$ cat src/rtl/uart_pkg.sv
// Shared definitions for the UART transmit path: FSM encoding, parity
// selection constants and default widths.
package uart_pkg;

  localparam int DEFAULT_DATA_WIDTH     = 8;
  localparam int DEFAULT_PRESCALE_WIDTH = 6;

  localparam logic PAR_EVEN = 1'b0;
  localparam logic PAR_ODD  = 1'b1;

  typedef enum logic [2:0] {
    ST_IDLE   = 3'd0,
    ST_START  = 3'd1,
    ST_DATA   = 3'd2,
    ST_PARITY = 3'd3,
    ST_STOP   = 3'd4
  } uart_state_e;

endpackage

$ cat src/rtl/uart_tx_bit_timer.sv
// Bit timing for the UART transmitter: an edge counter running 0..P-1 per
// bit and a frame bit counter that advances on every wrap.
module uart_tx_bit_timer
  import uart_pkg::*;
#(
  parameter int PRESCALE_WIDTH = DEFAULT_PRESCALE_WIDTH,
  parameter int BIT_CNT_WIDTH  = 4
) (
  input  logic                      clk,
  input  logic                      rst,
  input  logic                      enable,
  input  logic [PRESCALE_WIDTH-1:0] prescale,
  output logic                      bit_tick,
  output logic                      bit_tick_next,
  output logic [BIT_CNT_WIDTH-1:0]  bit_cnt
);

  localparam logic [PRESCALE_WIDTH-1:0] EDGE_ONE = PRESCALE_WIDTH'(1);
  localparam logic [BIT_CNT_WIDTH-1:0]  BIT_ONE  = BIT_CNT_WIDTH'(1);

  logic [PRESCALE_WIDTH-1:0] edge_cnt;
  logic [PRESCALE_WIDTH-1:0] edge_next;
  logic [PRESCALE_WIDTH-1:0] last_edge;

  // prescale is never 0 here, so P-1 cannot underflow and the counter
  // never needs to reach 2^PRESCALE_WIDTH.
  assign last_edge = prescale - EDGE_ONE;
  assign bit_tick  = enable && (edge_cnt == last_edge);

  always_comb begin
    // NOTE: combinational blocks assign a default first so no path leaves a
    // variable unassigned, which would infer a latch.
    edge_next = edge_cnt + EDGE_ONE;
    if (!enable || bit_tick) begin
      edge_next = '0;
    end
  end

  // Lookahead: the coming cycle is the last cycle of its bit.
  assign bit_tick_next = (edge_next == last_edge);

  // NOTE: sequential state is updated with non-blocking assignments only, so
  // every flop samples pre-edge values regardless of process ordering.
  always_ff @(posedge clk) begin
    if (rst || !enable) begin
      edge_cnt <= '0;
      bit_cnt  <= '0;
    end else begin
      edge_cnt <= edge_next;
      if (bit_tick) begin
        bit_cnt <= bit_cnt + BIT_ONE;
      end
    end
  end

endmodule

$ cat src/rtl/uart_tx_serializer.sv
// UART transmit engine: start, LSB-first data, optional parity and stop bits.
// Define UART_TX_TWO_STOP_EN to send two stop bits instead of one.
module uart_tx_serializer
  import uart_pkg::*;
#(
  parameter int DATA_WIDTH     = DEFAULT_DATA_WIDTH,
  parameter int PRESCALE_WIDTH = DEFAULT_PRESCALE_WIDTH
) (
  input  logic                      clk,
  input  logic                      rst,
  input  logic [DATA_WIDTH-1:0]     P_DATA,
  input  logic                      DATA_VALID,
  input  logic                      PAR_EN,
  input  logic                      PAR_TYP,
  input  logic [PRESCALE_WIDTH-1:0] prescale,
  output logic                      TX_OUT,
  output logic                      busy,
  output logic                      frame_done
);

`ifdef UART_TX_TWO_STOP_EN
  localparam int STOP_BITS = 2;
`else
  localparam int STOP_BITS = 1;
`endif

  // Frame bit index: 0 = start, 1..DATA_WIDTH = data, then parity, then stop.
  localparam int BIT_CNT_WIDTH  = $clog2(DATA_WIDTH + 4);
  localparam int DATA_IDX_WIDTH = $clog2(DATA_WIDTH);

  localparam logic [BIT_CNT_WIDTH-1:0]  BIT_ONE         = BIT_CNT_WIDTH'(1);
  localparam logic [BIT_CNT_WIDTH-1:0]  LAST_DATA_IDX   = BIT_CNT_WIDTH'(DATA_WIDTH);
  localparam logic [BIT_CNT_WIDTH-1:0]  LAST_STOP_NOPAR = BIT_CNT_WIDTH'(DATA_WIDTH + STOP_BITS);
  localparam logic [BIT_CNT_WIDTH-1:0]  LAST_STOP_PAR   = BIT_CNT_WIDTH'(DATA_WIDTH + 1 + STOP_BITS);
  localparam logic [PRESCALE_WIDTH-1:0] PRESCALE_ONE    = PRESCALE_WIDTH'(1);

  uart_state_e state;
  uart_state_e state_next;

  logic [DATA_WIDTH-1:0]     data_lat;
  logic                      par_en_lat;
  logic                      par_typ_lat;
  logic [PRESCALE_WIDTH-1:0] p_lat;

  logic                      accept;
  logic                      bit_tick;
  logic                      bit_tick_next;
  logic [BIT_CNT_WIDTH-1:0]  bit_cnt;
  logic [BIT_CNT_WIDTH-1:0]  bit_nxt;
  logic [BIT_CNT_WIDTH-1:0]  last_stop_idx;
  logic [DATA_IDX_WIDTH-1:0] data_idx;
  logic                      par_bit;

  logic tx_next;
  logic busy_next;
  logic done_next;

  assign accept = (state == ST_IDLE) && DATA_VALID;

  // Frame parameters are frozen at accept; later input changes are ignored.
  always_ff @(posedge clk) begin
    if (rst) begin
      // NOTE: the datapath latches are reset too so the first frame after
      // reset never sees X, though accept always overwrites them.
      data_lat    <= '0;
      par_en_lat  <= 1'b0;
      par_typ_lat <= PAR_EVEN;
      p_lat       <= PRESCALE_ONE;
    end else if (accept) begin
      data_lat    <= P_DATA;
      par_en_lat  <= PAR_EN;
      par_typ_lat <= PAR_TYP;
      p_lat       <= (prescale == '0) ? PRESCALE_ONE : prescale;
    end
  end

  uart_tx_bit_timer #(
    .PRESCALE_WIDTH(PRESCALE_WIDTH),
    .BIT_CNT_WIDTH (BIT_CNT_WIDTH)
  ) u_bit_timer (
    .clk          (clk),
    .rst          (rst),
    .enable       (state != ST_IDLE),
    .prescale     (p_lat),
    .bit_tick     (bit_tick),
    .bit_tick_next(bit_tick_next),
    .bit_cnt      (bit_cnt)
  );

  assign last_stop_idx = par_en_lat ? LAST_STOP_PAR : LAST_STOP_NOPAR;
  assign bit_nxt       = bit_tick ? (bit_cnt + BIT_ONE) : bit_cnt;
  assign data_idx      = DATA_IDX_WIDTH'(bit_nxt - BIT_ONE);

  always_comb begin
    par_bit = ^data_lat;
    unique case (par_typ_lat)
      PAR_EVEN: par_bit = ^data_lat;
      PAR_ODD:  par_bit = ~(^data_lat);
      default:  par_bit = ^data_lat;
    endcase
  end

  // State register; the outputs are registered alongside it.
  always_ff @(posedge clk) begin
    if (rst) begin
      state      <= ST_IDLE;
      TX_OUT     <= 1'b1;
      busy       <= 1'b0;
      frame_done <= 1'b0;
    end else begin
      state      <= state_next;
      TX_OUT     <= tx_next;
      busy       <= busy_next;
      frame_done <= done_next;
    end
  end

  always_comb begin
    state_next = state;
    unique case (state)
      ST_IDLE:   if (DATA_VALID) state_next = ST_START;
      ST_START:  if (bit_tick) state_next = ST_DATA;
      ST_DATA: begin
        if (bit_tick && (bit_cnt == LAST_DATA_IDX)) begin
          state_next = par_en_lat ? ST_PARITY : ST_STOP;
        end
      end
      ST_PARITY: if (bit_tick) state_next = ST_STOP;
      ST_STOP:   if (bit_tick && (bit_cnt == last_stop_idx)) state_next = ST_IDLE;
      default:   state_next = ST_IDLE;
    endcase
  end

  // Output values for the coming cycle, decoded from the next state and the
  // next bit index so the registered outputs line up with the state.
  always_comb begin
    tx_next   = 1'b1;
    busy_next = (state_next != ST_IDLE);
    done_next = 1'b0;
    unique case (state_next)
      ST_START:  tx_next = 1'b0;
      ST_DATA:   tx_next = data_lat[data_idx];
      ST_PARITY: tx_next = par_bit;
      ST_STOP:   done_next = bit_tick_next && (bit_nxt == last_stop_idx);
      default:   tx_next = 1'b1;
    endcase
  end

endmodule
$ cat config.mk
export PLATFORM = sky130hd
export DESIGN_NAME = uart_tx_serializer
export DESIGN_NICKNAME = d
export VERILOG_FILES = /design/src/rtl/uart_pkg.sv /design/src/rtl/uart_tx_bit_timer.sv /design/src/rtl/uart_tx_serializer.sv
export SDC_FILE = /design/constraint.sdc
export NUM_CORES = 1
export LEC_CHECK = 0
export CAP_MARGIN = 10
export CORE_MARGIN = 2
export CORE_UTILIZATION = 58
export CTS_BUF_LIST = sky130_fd_sc_hd__clkbuf_4 sky130_fd_sc_hd__clkbuf_8
export DETAILED_ROUTE_END_ITERATION = 7
export PLACE_DENSITY = 0.93
export SETUP_SLACK_MARGIN = 0.2
export SLEW_MARGIN = 10
export SYNTH_ARGS = -nofsm -noshare
export SYNTH_HDL_FRONTEND = slang
export SYNTH_SLANG_ARGS = --single-unit
$ cat constraint.sdc
create_clock -name clk -period 4.25 [get_ports clk]
set_clock_uncertainty 0.05 [all_clocks]
set_input_delay 0.425 -clock clk [delete_from_list [all_inputs] [get_ports clk]]
set_output_delay 0.425 -clock clk [all_outputs]
set_load 0.01 [all_outputs]
==> results of run 1 <==
-- final cells by class --
type / instances / area (um2) / share of cell area [%]
well taps: 44 / 55.1 / 2.51
clock buffers: 6 / 51.3 / 2.33
flip-flops and latches: 32 / 641 / 29.2
inverters: 11 / 41.3 / 1.88
repair buffers: 21 / 210 / 9.57
clock inverters: 2 / 10.0 / 0.456
multi-input cells: 180 / 1190 / 54.1
-- kinds of logic after synthesis --
kind of cell    synth area share (%)
compound gates                  18.5
xor+xnor                        15.8
fa+ha+maj                       3.30
buf+inv                         3.63
flops                           33.8
mux                             1.71
simple gates                    23.4
-- cells in the final DEF (no fill, tap or decap), types with 2 or more instances in the layout --
| master | n |
|---|---|
| o32ai_1 | 2 |
| nor3b_1 | 3 |
| inv_1 | 11 |
| o221ai_1 | 4 |
| o31ai_1 | 3 |
| a211o_1 | 2 |
| dfxtp_1 | 32 |
| xor2_1 | 11 |
| o31a_1 | 2 |
| nor2b_1 | 3 |
| nand4_1 | 3 |
| a21oi_1 | 21 |
| xnor2_1 | 15 |
| clkdlybuf4s50_1 | 21 |
| ha_1 | 5 |
| mux2_2 | 2 |
| nand3_1 | 4 |
| nor4_1 | 2 |
| o32a_1 | 2 |
| nand2_1 | 42 |
| xnor2_2 | 2 |
| nor2_1 | 19 |
| clkinv_2 | 2 |
| o22ai_1 | 2 |
| clkbuf_4 | 5 |
| nor3_1 | 5 |
-- worst max-delay path: stages (launching register included) --
cell and delay, ns:
dfxtp_1 0.36, inv_1 0.10, ha_1 0.21, nor3b_1 0.41, xnor2_1 0.23, o2111ai_4 0.23, nor3_4 0.47, xnor2_2 0.18
ha_1 0.39, mux2_2 0.35, o31ai_1 0.20, a21oi_1 0.06, a211o_1 0.29
-- power groups by stage --
stage	clock network (W)	logic, W	registers, W
3_3_place_gp	0	0.000264	0.000354
4_1_cts	0.000189	0.000275	0.000350
3_5_place_dp	0	0.000273	0.000357
2_1_floorplan	0	0.000206	0.000352
6_report	0.000188	0.000276	0.000351
5_1_grt	0.000199	0.000302	0.000353
-- synth_stat cells (4+ instances only) --
master,number
xor2_1,11
ha_1,5
o221ai_1,4
xnor2_1,15
nand3_1,4
clkbuf_1,6
nor2_1,19
a21oi_1,21
nor3_1,5
nand2_1,42
dfxtp_1,32
inv_1,11
-- metrics by stage --
stage	total power, W	worst slack, ns	instance area [um2]
floorplan	0.000558	1.00	1900
global placement	0.000618	0.851	2140
detailed placement	0.000629	0.630	2140
CTS	0.000813	0.612	2200
global route	0.000854	0.324	2200
finish	0.000814	0.617	2200
-- worst max-delay path by stage --
stage / from / end / slack (ns) / depth (start not counted)
final: p_lat[0] / TX_OUT / 0.62 / 12
after global routing: p_lat[0] / TX_OUT / 0.32 / 12
after CTS: p_lat[0] / TX_OUT / 0.61 / 12
after detailed placement: p_lat[0] / TX_OUT / 0.63 / 12
after global placement: p_lat[0] / TX_OUT / 0.85 / 12
after floorplan: p_lat[0] / TX_OUT / 1.00 / 12
-- state kept, by name, indices dropped and copies added, names as in the netlist --
name                  flops
busy                      1
par_en_lat                1
par_typ_lat               1
frame_done                1
state                     3
u_bit_timer.edge_cnt      6
data_lat                  8
u_bit_timer.bit_cnt       4
p_lat                     6
TX_OUT                    1
-- routing by layer --
metal  vias to the layer above  global-route usage [%]
met3                        12                    6.09
met4                         0                    11.5
met1                       803                    31.2
li1                        845                       -
met5                         -                       0
met2                        65                    39.2
==> impl_metrics.json, run 1 <==
{
  "finalSetupViolations": 0,
  "post-route-min-period_ns": 3.63,
  "cts_buffer_depth": 2,
  "vias_per_cell": 5.83,
  "post-cts-setup-buffers": 0,
  "die_area_um2": 3750,
  "grt_pass1_vias": 1536,
  "met1Wirelength_um": 1780,
  "worstPathRequired_ns": 4.45,
  "syn_nets": 254,
  "synth.yosys.seq_area_share_pct": 33.8,
  "p_per_area_nw_per_um2": 371,
  "whs_ns": 0.428,
  "synth-edff-count": 0,
  "portBuffers": 21,
  "initial_core_util_pct": 61.7,
  "diodes": 0,
  "critPathMaxFanout": 10,
  "timing.fmax_mhz": 275,
  "drc": 0,
  "cts_sinks": 32,
  "synth_area_per_cell_um2": 8.25,
  "antenna_left": 0,
  "post-route-period-util_pct": 85.5,
  "ctsRootBufferMaster": "clkbuf_4",
  "crit_type": "flop to flop",
  "clkLatencyLatePin_ns": 0.35,
  "postCtsHoldBufs": 0,
  "drt_wl_total_um": 4120,
  "cp.arrival_ns": 3.83,
  "numCtsBuffers": 5,
  "drv_cap": 0,
  "gp_congestion": 0.835,
  "wl_met3_um": 262,
  "internal-power_w": 0.000527,
  "netlist_area_um2": 1900,
  "antenna_found_initial": 0,
  "ios": 22,
  "nets": 275,
  "yosys.area.top_type_share_pct": 33.8,
  "highest_layer": "met4",
  "comb_power_share_pct": 33.9,
  "cts_resized": 0,
  "dp_hpwl_um": 3110,
  "drv_slew": 0,
  "drive_gt1_share_pct": 8.33,
  "grt-ovfl-total": 0,
  "hold_start": "p_lat[1]",
  "rows": 20,
  "cts-htree-levels": 2,
  "path_clk_slew_ns": 0.10,
  "hold_end": "p_lat[1]",
  "placed_cells": 288,
  "grt.total_usage_pct": 24.5,
  "wl_met2_um": 1990,
  "slew_headroom_pct": 45.8,
  "synth_top_cell_by_area": "dfxtp_1",
  "rr_worst_depth": 12,
  "crit_path_end_kind": "flop",
  "status": "finished, final reports clean",
  "p_sw_w": 0.000287,
  "syn_inst": 230,
  "ys_types": 51,
  "yosys-top-cells-area": "dfxtp_1 34%, nand2_1 8.3%, xnor2_1 6.9%",
  "tns_ns": 0,
  "die_w_um": 61.2,
  "clockPowerShare_pct": 23.1,
  "area_growth_pct": 15.8,
  "worst_pin_slew_ns": 0.806,
  "grt_max_degree": 22,
  "hold_path_class": "flop to flop",
  "seqPwrFrac_pct": 43.1,
  "synth_flop_cell": "dfxtp_1",
  "startpoint_type": "flop",
  "r2r-start": "p_lat[0]",
  "synth_async_sr_flop_share_pct": 0,
  "vdd_ir_drop_max_uv": 230,
  "final_cells": 296,
  "rsz0062_at_grt": "no",
  "fill_cells": 219,
  "cts_tree": "yes",
  "p_leak_nw": 0.811,
  "chipHeight_um": 61.2,
  "drtIter0Drc": 70,
  "ys_ff_latch": 32,
  "hold_viol": 0,
  "core-area_um2": 3080,
  "utilization_pct": 71.4,
  "grt_pass1_wl_um": 6710,
  "hold_depth": 2,
  "yosysWarnings": 0,
  "ff2ff_setup_slack_ns": 0.62,
  "sw_frac_of_total_pct": 35.3,
  "worstReg2RegEnd": "TX_OUT",
  "wl_per_cell_um": 13.9,
  "first_pass_iters": 4,
  "vias": 1725
}
(Power assumes the default switching activity.)
==> run 2: changes to the inputs <==
Settings changed: GPL_ROUTABILITY_DRIVEN set to 0.
==> results of run 2 <==
The final DEF is identical to that of run 1; final timing and power are the same.
==> RTL change 1: new RTL, settings of run 1 <==
The 5 states of `uart_state_e` get a one-hot encoding in 5 bits.
--- a/src/rtl/uart_pkg.sv
+++ b/src/rtl/uart_pkg.sv
@@ -10,8 +10,8 @@
 
-  typedef enum logic [2:0] {
-    ST_IDLE   = 3'd0,
-    ST_START  = 3'd1,
-    ST_DATA   = 3'd2,
-    ST_PARITY = 3'd3,
-    ST_STOP   = 3'd4
+  typedef enum logic [4:0] {
+    ST_IDLE   = 5'b00001,
+    ST_START  = 5'b00010,
+    ST_DATA   = 5'b00100,
+    ST_PARITY = 5'b01000,
+    ST_STOP   = 5'b10000
   } uart_state_e;
Function: same outputs for any inputs over 10 cycles, from zero or initial values and one cycle with rst high; not proved beyond that.
==> RTL change 1 against run 1 <==
Setup slack worse by 0.055 ns. Fmax is 1.5% lower. Total power is 7.4% higher. Wire length is 27% higher. Cell area is 19% higher. First-iteration DRC count is 110% higher. Largest power group unchanged. Non-clock buffer count is 2 higher. Via count is 26% higher. Die area is 19% higher. Sequential cell count is 2 higher. Critical endpoint unchanged. Area after synthesis is 20% higher.
==> RTL change 1: results (changes against run 1) <==
clockRootBuffer: "sky130_fd_sc_hd__clkbuf_8"  # was sky130_fd_sc_hd__clkbuf_4
synth_commonest_cells: "sky130_fd_sc_hd__dfxtp_1 (34), sky130_fd_sc_hd__nand3_1 (28), sky130_fd_sc_hd__nand2_1 (27)"  # was sky130_fd_sc_hd__nand2_1 (42), sky130_fd_sc_hd__dfxtp_1 (32), sky130_fd_sc_hd__a21oi_1 (21)
tightest_slew_ns: 1.149  # was 0.8062 ns
cellLeakagePower_nw: 0.9550  # was 0.8109 nW
layout-drive-gt1-share_pct: 7.566  # was 8.333%
initialDrtViolationCount: 145  # was 70
final_design_area_no_fill_sq_um: 2605  # was 2197 sq um
timing.critical_path.slowest_stage_cell: "sky130_fd_sc_hd__or2_0"  # was sky130_fd_sc_hd__nor3_4
detailedPlace.worstSlack_ns: 0.5435  # was 0.6296 ns
area_growth_syn_to_layout_pct: 14.02  # was 15.75%
power.sequential.total_uw: 357  # was 351 uW
drt_pre_antenna_iters: 5  # was 4
place_hpwl_microns: 3835  # was 3108 microns
synth-compound-area-share_pct: 16.32  # was 18.46%
cp_max_fo: 14  # was 10
switching_share_pct: 32.77  # was 35.30%
net_count_synth: 311  # was 254
inverters: 10  # was 11
grt_start_max_net_pins: 30  # was 22
max-vdd-ir-drop_uv: 263.5  # was 230.4 uV
sh_seq_area_pct: 26.13  # was 29.16%
detail_route.vias_per_cell: 6.188  # was 5.828
grtUsageMet2_pct: 44.88  # was 39.21%
post_synth_fa_ha_maj_area_fraction_pct: 2.738  # was 3.296%
non_clock_buffer_count: 23  # was 21
critical_path.max_stage_delay_ns: 0.41  # was 0.47 ns
timing.critical_path.arrival_ns: 3.86  # was 3.83 ns
synth.lib_cells_used.distinct: 55  # was 51
groute.layer.met1.usage_pct: 33.02  # was 31.15%
insertion_delay_ns: 0.29  # was 0.35 ns
outcome: "complete, no violations"  # unchanged
area_share_clock_buf_inv_pct: 3.650  # was 2.790%
clockBufferCount: 7  # was 6
seq_power_share_pct: 40.8  # was 43.1%
fraction_of_standard_cell_area_in_multi_input_logic_pct: 57.83  # was 54.10%
synthMuxAreaShare_pct: 2.300  # was 1.714%
grt_first_pass_wirelength_microns: 9170  # was 6706 microns
multi_input_comb_cells: 229  # was 180
-- RTL change 1: changes by cell type in the layout (fill, tap and decap cells not counted), moves of 3 or more --
| cell | delta |
|---|---|
| sky130_fd_sc_hd__nor3_1 | +17 |
| sky130_fd_sc_hd__xnor2_1 | +3 |
| sky130_fd_sc_hd__o221ai_1 | -4 |
| sky130_fd_sc_hd__nand2b_1 | +5 |
| sky130_fd_sc_hd__and3_1 | +5 |
| sky130_fd_sc_hd__a32oi_1 | +3 |
| sky130_fd_sc_hd__clkbuf_8 | +5 |
| sky130_fd_sc_hd__xor2_1 | -4 |
| sky130_fd_sc_hd__nand4_1 | -3 |
| sky130_fd_sc_hd__nor2_1 | +6 |
| sky130_fd_sc_hd__nand3_1 | +24 |
| sky130_fd_sc_hd__a311oi_1 | +3 |
| sky130_fd_sc_hd__nand2_1 | -15 |
| sky130_fd_sc_hd__clkbuf_4 | -4 |
-- RTL change 1: routing by layer --
layer  wire, microns  vias up
met5               0        -
li1                -     1070
met3             397        7
met1            2186     1007
met4              87        0
met2            2573       94
-- RTL change 1: final timing paths --
kind / startpoint / endpoint / slack (ns) / depth (start not counted)
worst max-delay path: p_lat[0]$_SDFFE_PP1P_ / TX_OUT$_SDFF_PP1_ / 0.56 / 13
worst min-delay path: p_lat[4]$_SDFFE_PP0P_ / p_lat[4]$_SDFFE_PP0P_ / 0.41 / 2
worst max register to register: p_lat[0]$_SDFFE_PP1P_ / TX_OUT$_SDFF_PP1_ / 0.56 / 13
worst min register to register: p_lat[4]$_SDFFE_PP0P_ / p_lat[4]$_SDFFE_PP0P_ / 0.41 / 2
==> RTL change 2: new RTL, settings of run 1 <==
Made on the original files. Build with the macro `UART_TX_TWO_STOP_EN` defined.
--- a/src/rtl/uart_tx_serializer.sv
+++ b/src/rtl/uart_tx_serializer.sv
@@ -2,2 +2,4 @@
 // Define UART_TX_TWO_STOP_EN to send two stop bits instead of one.
+`define UART_TX_TWO_STOP_EN
+
 module uart_tx_serializer
Formal check against the unedited RTL: no difference found for any inputs over 10 cycles, from zero or initial values and one cycle with rst high; that may be too few to reach the edited logic, so the function may still have changed.
==> RTL change 2 against run 1 <==
Sequential share of layout area did not move. Wire length increased by 1.4%. Cell count up 2.0%. Area after synthesis rose by 0.86%. Setup slack gained 0.070 ns. Synthesized cell count up 3.0%. Cell area is the same. Sequential cell count unchanged. Total power increased by 1.1%. Largest cell class unchanged.
==> RTL change 2: results (changes against run 1) <==
drt_pre_antenna_iters: 7  # was 4
synth.lib_cells_used.distinct: 48  # was 51
timing.critical_path.arrival_ns: 3.72  # was 3.83 ns
grt_util_all_layers_pct: 26.00  # was 24.54%
fin_ws_ns: 0.6868  # was 0.6167 ns
cellLeakagePower_nw: 0.7941  # was 0.8109 nW
reg2regPathDepth: 13  # was 12
layout-drive-gt1-share_pct: 7.364  # was 8.333%
critical_path.max_stage_delay_ns: 0.49  # was 0.47 ns
route.final.wire_length_microns: 4181  # was 4122 microns
synth.top_cells.by_area: "sky130_fd_sc_hd__dfxtp_1 (33%), sky130_fd_sc_hd__xnor2_1 (8.2%), sky130_fd_sc_hd__nand2_1 (8.0%)"  # was sky130_fd_sc_hd__dfxtp_1 (34%), sky130_fd_sc_hd__nand2_1 (8.3%), sky130_fd_sc_hd__xnor2_1 (6.9%)
net_count_synth: 261  # was 254
placement.cell_area_sq_um: 2132  # was 2136 sq um
place.gp.congestion: 0.9041  # was 0.8352
outcome: "complete, no violations"  # unchanged
grt_start_max_net_pins: 24  # was 22
vias: 1733  # was 1725
place_hpwl_microns: 3092  # was 3108 microns
tightest_slew_ns: 0.8634  # was 0.8062 ns
hold_end: "par_typ_lat$_SDFFE_PP0P_"  # was p_lat[1]$_SDFFE_PP0P_
grt_first_pass_wirelength_microns: 7127  # was 6706 microns
layout.nets: 282  # was 275
timing.critical_path.slowest_stage_cell: "sky130_fd_sc_hd__dfxtp_1"  # was sky130_fd_sc_hd__nor3_4
grt_pass1_vias: 1606  # was 1536
min_from: "par_typ_lat$_SDFFE_PP0P_"  # was p_lat[1]$_SDFFE_PP0P_
initialDrtViolationCount: 126  # was 70
place_inst: 295  # was 288
-- RTL change 2: changes by cell type after synthesis, sizes merged, moves of 3 or more --
cell | run 1 | this run
o221ai | 4 | 0
a31oi | 1 | 4
nor2 | 20 | 24
nor3 | 6 | 10
nand3 | 4 | 7
xnor2 | 17 | 20
-- RTL change 2: final cells by class --
cell class                      count  area (sq um)
Tap cell                           44         55.05
Multi-Input combinational cell    185          1177
Inverter                           13         48.80
Sequential cell                    32         640.6
Timing Repair Buffer               21         210.2
Fill cell                         270         905.9
Clock buffer                        7         65.06
-- RTL change 2: routing by layer --
metal	global-route usage, %	part of all wire (%)	up-vias
li1	-	-	860
met1	33.07	44	778
met2	41.03	46	76
met3	7.353	6.9	19
met4	11.85	3.1	0
met5	0	0	-
-- RTL change 2: power by group --
| part | total, mW | internal, mW | switching, mW |
|---|---|---|---|
| sequential | 0.352 | 0.323 | 0.0288 |
| combinational | 0.277 | 0.118 | 0.158 |
| clock | 0.195 | 0.0937 | 0.101 |
-- RTL change 2: critical path, delay by kind of cell (launching register included) --
| kind | cells | cell delay (ns) |
|---|---|---|
| mux | 1 | 0.24 |
| flops | 1 | 0.49 |
| xor+xnor | 3 | 0.72 |
| simple gates | 3 | 0.80 |
| fa+ha+maj | 2 | 0.68 |
| buf+inv | 2 | 0.20 |
| compound gates | 2 | 0.23 |
-- RTL change 2: cells by family after synthesis --
| kind of cell | count (synthesis) | share of synthesized area (%) |
|---|---|---|
| AO/OA/AOI/OAI | 42 | 13.99 |
| buffers and inverters | 20 | 5.033 |
| flip-flops | 32 | 33.46 |
| adder cells (fa/ha/maj) | 5 | 3.268 |
| multiplexers | 3 | 1.569 |
| XOR/XNOR | 31 | 15.69 |
| AND/OR/NAND/NOR | 104 | 26.99 |
